--- src/rtl/cla_accumulator.sv ---
// Packet accumulator wrapped around an external combinational CLA_32bit adder.
// Optional build macro CLA_ACC_SAT_EN saturates the wide sum on carry-count overflow.
module cla_accumulator #(
  parameter int unsigned HI_W   = 16,
  parameter int unsigned BEAT_W = 8
) (
  input  logic                 clk,
  input  logic                 rst_n,
  input  logic                 in_valid,
  output logic                 in_ready,
  input  logic [31:0]          in_data,
  input  logic                 in_last,
  output logic [31:0]          cla_A,
  output logic [31:0]          cla_B,
  input  logic [31:0]          cla_Sum,
  input  logic                 cla_Cout,
  output logic                 out_valid,
  input  logic                 out_ready,
  output logic [32+HI_W-1:0]   out_sum,
  output logic [BEAT_W-1:0]    out_beats,
  output logic                 out_ovf
);

  typedef enum logic [1:0] {StIdle, StAccum, StDone} state_e;

  state_e              state_q;
  logic [31:0]         acc_q;
  logic [HI_W-1:0]     hi_q;
  logic [BEAT_W-1:0]   beats_q;
  logic                ovf_q;

  logic                accept;
  logic [HI_W-1:0]     hi_base;
  logic [BEAT_W-1:0]   beats_base;
  logic                ovf_base;
  logic [31:0]         acc_d;
  logic [HI_W-1:0]     hi_d;
  logic [BEAT_W-1:0]   beats_d;
  logic                ovf_d;

  assign in_ready  = (state_q != StDone);
  assign cla_A     = (state_q == StIdle) ? 32'd0 : acc_q;
  assign cla_B     = in_data;
  assign accept    = in_valid && in_ready;

  assign out_valid = (state_q == StDone);
  assign out_sum   = {hi_q, acc_q};
  assign out_beats = beats_q;
  assign out_ovf   = ovf_q;

  // A packet starting from IDLE ignores whatever the previous packet left behind.
  always_comb begin
    hi_base    = (state_q == StIdle) ? '0 : hi_q;
    beats_base = (state_q == StIdle) ? '0 : beats_q;
    ovf_base   = (state_q == StIdle) ? 1'b0 : ovf_q;
    acc_d      = cla_Sum;
    hi_d       = hi_base + {{(HI_W-1){1'b0}}, cla_Cout};
    beats_d    = beats_base + BEAT_W'(1);
    ovf_d      = ovf_base | ((&hi_base) & cla_Cout);
`ifdef CLA_ACC_SAT_EN
    // Once overflowed, the sum pins at all-ones for the rest of the packet.
    if (ovf_d) begin
      acc_d = '1;
      hi_d  = '1;
    end
`endif
  end

  always_ff @(posedge clk) begin
    if (!rst_n) begin
      state_q <= StIdle;
      acc_q   <= '0;
      hi_q    <= '0;
      beats_q <= '0;
      ovf_q   <= 1'b0;
    end else begin
      unique case (state_q)
        StIdle, StAccum: begin
          if (accept) begin
            acc_q   <= acc_d;
            hi_q    <= hi_d;
            beats_q <= beats_d;
            ovf_q   <= ovf_d;
            state_q <= in_last ? StDone : StAccum;
          end
        end
        StDone: begin
          if (out_ready) state_q <= StIdle;
        end
        default: state_q <= StIdle;
      endcase
    end
  end

endmodule

--- config.mk ---
export PLATFORM = sky130hd
export DESIGN_NAME = cla_accumulator
export DESIGN_NICKNAME = d
export VERILOG_FILES = /design/src/rtl/cla_accumulator.sv
export SDC_FILE = /design/constraint.sdc
export NUM_CORES = 1
export LEC_CHECK = 0
export BUFFER_PORTS_ARGS = -buffer_cell sky130_fd_sc_hd__buf_2
export CAP_MARGIN = 15
export CORE_MARGIN = 4
export CORE_UTILIZATION = 33
export DETAILED_ROUTE_END_ITERATION = 8
export MAX_ROUTING_LAYER = met4
export PLACE_DENSITY = 0.72
export SYNTH_ARGS = -nofsm -noshare
export SYNTH_HDL_FRONTEND = slang
export SYNTH_SLANG_ARGS = --single-unit
--- constraint.sdc ---
create_clock -name clk -period 1.97 [get_ports clk]
set_input_delay 0.2955 -clock clk [delete_from_list [all_inputs] [get_ports clk]]
set_output_delay 0.2955 -clock clk [all_outputs]
set_load 0.05 [all_outputs]
==> results of run 1 <==
==> path summary, 6_finish.rpt <==
path | slack [ns] | start | cells past startpoint | end
worst max register to register | 0.23 | state_q[1] | 8 | hi_q[14]
worst min-delay path | 0.19 | cla_Sum[9] | 3 | acc_q[9]
worst min register to register | 0.46 | acc_q[2] | 2 | acc_q[2]
worst max-delay path | 0.21 | state_q[1] | 4 | cla_A[0]
==> power by group through the flow <==
stage                     combinational (mW)  sequential (mW)  clock (mW)
after floorplan                        0.429             1.45           0
after global placement                 0.544             1.30           0
after detailed placement               0.551             1.30           0
after CTS                              0.552             1.27        1.22
after global routing                   0.589             1.28        1.28
final                                  0.548             1.27        1.19
==> area by class of cell <==
cell class | count | area share [%]
Clock buffer | 10 | 3.447
Clock inverter | 6 | 2.163
Inverter | 4 | 0.4055
Multi-Input combinational cell | 264 | 39.20
Sequential cell | 59 | 32.00
Tap cell | 108 | 3.650
Timing Repair Buffer | 137 | 19.13
==> cell usage in the layout, fill, tap and decap left out, drive strengths merged, types with 4 or more instances in the layout <==
cell | synthesis | layout
nand3 | 14 | 14
nor3 | 5 | 5
nor2 | 14 | 14
buf | 36 | 137
nand4 | 6 | 6
a21oi | 43 | 43
xor2 | 5 | 5
o21ai | 5 | 5
nor4 | 4 | 4
dfxtp | 59 | 59
nor2b | 37 | 37
mux2i | 4 | 4
xnor2 | 4 | 4
o211ai | 5 | 5
nand2 | 94 | 94
clkbuf | 17 | 10
clkinv | 1 | 5
==> per-stage QoR <==
| stage | instance area, µm² | setup TNS (ns) | setup slack, ns | hold slack (ns) | util [%] |
|---|---|---|---|---|---|
| final | 3702 | 0 | 0.2073 | 0.1889 | 42.66 |
| after floorplan | 2995 | -0.03824 | -0.03824 | 0.3999 | - |
| after global routing | 3702 | 0 | 0.1075 | 0.1766 | 42.66 |
| after global placement | 3495 | 0 | 0.2608 | 0.4528 | 40.27 |
| after CTS | 3702 | 0 | 0.1850 | 0.1751 | 42.66 |
| after detailed placement | 3495 | 0 | 0.2016 | 0.4554 | 40.27 |
==> metal layers <==
metal / GRT usage [%] / vias up / part of all wire (%)
li1: - / 1419 / -
met1: 19.40 / 1261 / 43
met2: 23.39 / 124 / 47
met3: 5.119 / 13 / 8.6
met4: 6.458 / 0 / 1.6
met5: - / - / 0
==> flip-flops by register name, indices dropped and copies added, names as in the netlist <==
name	flops
acc_q	32
hi_q	16
out_beats	8
out_ovf	1
state_q	2
==> tightest hold or removal path: stages <==
cell and delay, ns:
buf_2 0.09, nand2_1 0.04, a21oi_1 0.05
==> logic make-up (layout without fill, tap and decap cells) <==
family | after synthesis | count (layout)
buf+inv | 57 | 157
simple gates | 190 | 190
xor+xnor | 9 | 9
mux | 4 | 4
flops | 59 | 59
compound gates | 58 | 58
fa+ha+maj | 3 | 3
==> flow_metrics.py, run 1 <==
metrics = {
    "status": {
        "outcome": "finished, final reports clean",
    },
    "timing": {
        "rsz0062_at_grt": "no",
        "max_freq_ghz": 0.5673,
        "fin_crit_ns": 1.763,
        "setup_viol": 0,
        "worstMarginPinSlew_ns": 0.6838,
        "drv_slew": 0,
        "slew_headroom_pct": 54.41,
        "min_period_over_period_pct": 89.48,
        "hold_violations": 0,
        "fin_skew_ns": 0.009868,
    },
    "clock_network": {
        "cts_tree": "built",
        "cts_repair_resize_count": 0,
        "postCtsSetupBuffers": 0,
        "cts-htree-levels": 3,
        "ctsHoldBuffers": 0,
        "cts_buffer_depth": 2,
        "cts_root_buf": "clkbuf_8",
        "cts_buffers": 9,
        "path_clk_slew_ns": 0.07,
        "clock-sinks": 59,
        "clock_latency_ns": 0.34,
    },
    "critical_path": {
        "critPathLaunchType": "flop",
        "crit_chain": "nor2_4 -> buf_4 -> nor2b_1 -> buf_2",
        "cp_num_buf_inv": 2,
        "setup.worst_path.class": "reg2out",
        "crit_path_top_delay_cell": "buf_4",
        "cp_top_family": "buffers and inverters",
        "critPathRequiredTime_ns": 1.67,
        "cp_max_fo": 34,
        "crit_path_max_incr_delay_ns": 0.35,
        "worstPathArrival_ns": 1.47,
        "cp-end-kind": "primary output",
    },
    "place": {
        "dp_cells": 572,
        "hpwl_um": 5817,
        "routabilityCongestion": 0.8295,
        "io_buffer_count": 128,
    },
    "synth": {
        "synth_compound_area_share_pct": 10.91,
        "ys_top_cells_by_count": "94 x nand2_1, 59 x dfxtp_1, 43 x a21oi_1, 37 x nor2b_1, 33 x buf_4",
        "synth_area_per_cell_um2": 7.728,
        "synth_area_leaders": "dfxtp_1 40%, nand2_1 12%, buf_4 8.4%, nor2b_1 7.9%, a21oi_1 7.3%",
        "synth_top_family_by_area": "simple AND/OR/NAND/NOR gates",
        "synthFlopType": "dfxtp_1",
        "synthArstFlopShare_pct": 0,
        "yosysUniqueCellTypes": 34,
        "syn-cell-area_mm2": 0.002937,
        "synthMuxAreaShare_pct": 1.363,
        "yosysSeqAreaShare_pct": 40.22,
        "synth_edf_count": 0,
        "yosysWarnings": 0,
        "synth_adder_area_share_pct": 1.278,
        "syn-num-nets": 453,
        "synth_area_leader_cell": "dfxtp_1",
        "netlist.area_leader.share_pct": 40.22,
        "synth_xor_area_share_pct": 2.684,
        "synth_seq_cells": 59,
        "yosysMostFrequentCell": "nand2_1",
        "synth-simple-area-share_pct": 31.91,
        "syn_inst": 380,
    },
    "global_routing": {
        "global_route.usage.total_pct": 15.64,
        "grt_max_degree": 39,
        "gr-total-overflow": 0,
        "grt_pass1_vias": 2596,
        "grt_first_pass_wirelength_um": 12430,
        "antenna_found_initial": 0,
    },
    "power_and_ir_drop": {
        "power.density_mw_per_mm2": 812.3,
        "p_int_mw": 2.082,
        "p_leak_nw": 1.741,
        "share_comb_of_total_power_pct": 18.2,
        "p_sw_mw": 0.9254,
        "p_sw_share_pct": 30.77,
        "pwr-share-clk_pct": 39.4,
        "irDropWorstVdd_mv": 0.3521,
        "power_mw": 3.007,
        "seqPwrFrac_pct": 42.4,
    },
    "finish": {
        "seq_area_mm2": 0.001185,
        "fin_cells": 588,
        "nNetsFinal": 548,
        "fillers": 910,
        "drive_gt1_share_pct": 33.75,
        "diodes": 0,
        "syn_to_final_growth_pct": 26.08,
        "multi_input_area_mm2": 0.001451,
    },
    "route": {
        "ant_nets": 0,
        "drtIter0Drc": 94,
        "vias": 2817,
        "drc": 0,
        "detail_route.wl_per_cell_um": 13.52,
        "drtPass1Iterations": 4,
        "via_per_inst": 4.791,
        "wl_um": 7952,
    },
    "floorplan": {
        "die_y_um": 102.3,
        "start_util_pct": 33.84,
        "die_width_um": 102.3,
        "rows": 34,
        "ios": 193,
        "core_mm2": 0.008678,
        "die-area_mm2": 0.01047,
    },
    "hold_path": {
        "min_path_type": "in2reg",
    },
    "flow_run": {
        "drv_cap": 0,
    },
}
Note: power is estimated with default switching activity, not from simulation.
==> run 2: changes to the inputs <==
ABC_AREA = 1   (was unset)
PLACE_DENSITY = 0.71   (was 0.72)
==> run 2 against run 1 <==
- sequential share of layout area is 0.29 points lower
- hold slack better by 0.046 ns
- utilization is 0.77 points lower
- wire length is 2.4% higher
- maximum frequency is 5.1% lower
- critical path depth stayed put
- largest power group unchanged
==> flow_metrics.py, run 2 <==
metrics = {
    "route": {
        "wl_um": 8140,
        "wl_met2_um": 3825,
        "drtIter0Drc": 125,
        "wl_met3_um": 679,
        "routed.top_layer": "met4",
        "detail_route.wl_per_cell_um": 12.52,
        "drtPass1Iterations": 4,
        "via_per_inst": 4.788,
        "m1WireLength_um": 3472,
        "vias": 3112,
        "drc": 0,
        "ant_nets": 0,
    },
    "critical_path": {
        "critPathRequiredTime_ns": 1.67,
        "crit_path_top_delay_cell": "dfxtp_1",
        "crit_chain": "nor2_4 -> buf_6 -> nor2_1 -> buf_2",
        "cp_top_family": "buffers and inverters",
        "setup.worst_path.class": "reg2out",
        "cp_max_fo": 26,
        "crit_path_max_incr_delay_ns": 0.34,
        "worstPathArrival_ns": 1.56,
        "cp-end-kind": "primary output",
        "critPathLaunchType": "flop",
        "cp_num_buf_inv": 2,
    },
    "floorplan": {
        "ios": 193,
        "die_y_um": 104.4,
        "core_mm2": 0.008891,
        "die-area_mm2": 0.01090,
        "rows": 34,
        "die_width_um": 104.4,
        "start_util_pct": 34.49,
    },
    "power_and_ir_drop": {
        "p_sw_mw": 1.026,
        "irDropWorstVdd_mv": 0.3945,
        "pwr-share-clk_pct": 32.3,
        "share_comb_of_total_power_pct": 23.4,
        "p_leak_nw": 1.788,
        "p_int_mw": 1.887,
        "power.density_mw_per_mm2": 781.9,
        "p_sw_share_pct": 35.21,
        "seqPwrFrac_pct": 44.3,
    },
    "flow_run": {
        "drv_cap": 0,
    },
    "global_routing": {
        "global_route.usage.total_pct": 15.06,
        "grt_first_pass_wirelength_um": 13190,
        "antenna_found_initial": 0,
        "grt_max_degree": 52,
        "gr-total-overflow": 0,
        "grt_pass1_vias": 2898,
    },
    "synth": {
        "ys_top_cells_by_count": "72 x nor2_1, 62 x inv_1, 59 x dfxtp_1, 48 x a21oi_1, 45 x nand2_1",
        "yosysUniqueCellTypes": 31,
        "syn-cell-area_mm2": 0.003067,
        "yosysSeqAreaShare_pct": 38.51,
        "yosysWarnings": 0,
        "yosysMostFrequentCell": "nor2_1",
        "synthFlopType": "dfxtp_1",
        "synthArstFlopShare_pct": 0,
        "syn-num-nets": 517,
        "synth_area_leaders": "dfxtp_1 39%, nor2_1 8.8%, a21oi_1 7.8%, buf_4 7.8%, inv_1 7.6%",
        "synth_edf_count": 0,
        "synth_seq_cells": 59,
        "syn_inst": 444,
        "synth_area_leader_cell": "dfxtp_1",
        "netlist.area_leader.share_pct": 38.51,
        "synth_area_per_cell_um2": 6.907,
    },
    "clock_network": {
        "cts_buffer_depth": 2,
        "cts_buffers": 9,
        "cts_root_buf": "clkbuf_8",
        "cts-htree-levels": 3,
        "postCtsSetupBuffers": 0,
        "clock-sinks": 59,
        "ctsHoldBuffers": 0,
        "clock_latency_ns": 0.33,
        "cts_tree": "built",
        "path_clk_slew_ns": 0.06,
    },
    "timing": {
        "setup_viol": 0,
        "min_period_over_period_pct": 94.24,
        "final.setup.tns_ns": 0,
        "drv_slew": 0,
        "max_freq_ghz": 0.5386,
        "rsz0062_at_grt": "no",
        "slew_headroom_pct": 72.53,
        "fin_skew_ns": 0.004754,
        "hold_violations": 0,
        "fin_crit_ns": 1.857,
        "worstMarginPinSlew_ns": 0.4121,
    },
    "status": {
        "outcome": "finished, final reports clean",
    },
    "finish": {
        "fillers": 929,
        "layout_common_cells": "128 x buf_2, 71 x nor2_1, 62 x inv_1",
        "final_common_cell": "buf_2",
        "largest-register": "acc_q",
        "drive_gt1_share_pct": 31.73,
        "postLayoutCellArea_mm2": 0.003725,
        "multi_input_area_mm2": 0.001308,
        "diodes": 0,
        "largest_reg_flops": 32,
        "syn_to_final_growth_pct": 21.46,
        "seq_area_mm2": 0.001181,
        "nNetsFinal": 611,
    },
    "place": {
        "io_buffer_count": 128,
        "post_dp_cell_area_mm2": 0.003561,
        "routabilityCongestion": 0.8594,
        "hpwl_um": 6132,
    },
    "hold_path": {
        "min_path_type": "in2reg",
    },
}
run 2: kinds of logic after synthesis:
| kind of cell | Yosys count | share of synthesized area [%] |
|---|---|---|
| AOI/OAI and AO/OA | 93 | 15.50 |
| DFF | 59 | 38.51 |
| and+or+nand+nor | 171 | 25.66 |
| adders and majority gates | 3 | 1.224 |
| buffers and inverters | 118 | 19.09 |
run 2: timing repair:
item,4_1_cts,5_1_grt
gates resized for setup,1,0
pin swaps,0,1
endpoints found under the setup margin,2,1
hold endpoints to repair,0,0
run 2: power groups by stage:
stage	clock, mW	sequential (mW)	combinational [mW]
after floorplan	0	1.52	0.480
after global placement	0	1.31	0.679
after CTS	0.985	1.29	0.688
final	0.941	1.29	0.683
after detailed placement	0	1.31	0.685
after global routing	1.04	1.30	0.731
run 2: path summary, 6_finish.rpt:
kind | from | to | slack, ns | depth (start not counted)
setup / recovery | state_q[0] | cla_A[10] | 0.11 | 4
hold / removal | cla_Sum[2] | acc_q[2] | 0.23 | 3
setup reg to reg | state_q[1] | hi_q[10] | 0.26 | 11
hold reg to reg | acc_q[29] | acc_q[29] | 0.47 | 2
run 2: area by class of cell:
| type | instances | share of cell area (%) |
|---|---|---|
| Clock buffer | 12 | 3.897 |
| Tap cell | 108 | 3.628 |
| Inverter | 67 | 6.752 |
| Multi-Input combinational cell | 267 | 35.10 |
| Sequential cell | 59 | 31.71 |
| Timing Repair Buffer | 134 | 18.51 |
| Clock inverter | 3 | 0.4031 |
run 2: worst reg2reg max path: cells and delay by family, from the launching register on:
kind | cells | cell delay (ns)
flip-flops | 1 | 0.40
AND/OR/NAND/NOR | 9 | 0.87
adder cells (fa/ha/maj) | 2 | 0.34
run 2: stage by stage:
| stage | hold WS (ns) | utilization [%] | cells | worst slack, ns | power (mW) |
|---|---|---|---|---|---|
| after floorplan | 0.4428 | - | 444 | 0.08905 | 2.000 |
| after global placement | 0.4508 | 40.05 | 635 | 0.2353 | 1.994 |
| after detailed placement | 0.4593 | 40.05 | 635 | 0.1777 | 2.000 |
| after CTS | 0.2156 | 41.89 | 650 | 0.04152 | 2.963 |
| after global routing | 0.2338 | 41.89 | 650 | 0.01671 | 3.071 |
| final | 0.2350 | 41.89 | 650 | 0.1134 | 2.913 |
run 2: routing by layer:
layer  track usage, %  up-vias
met3            3.662       17
li1                 -     1564
met4            7.407        0
met5                -        -
met2            23.85      136
met1            17.88     1395
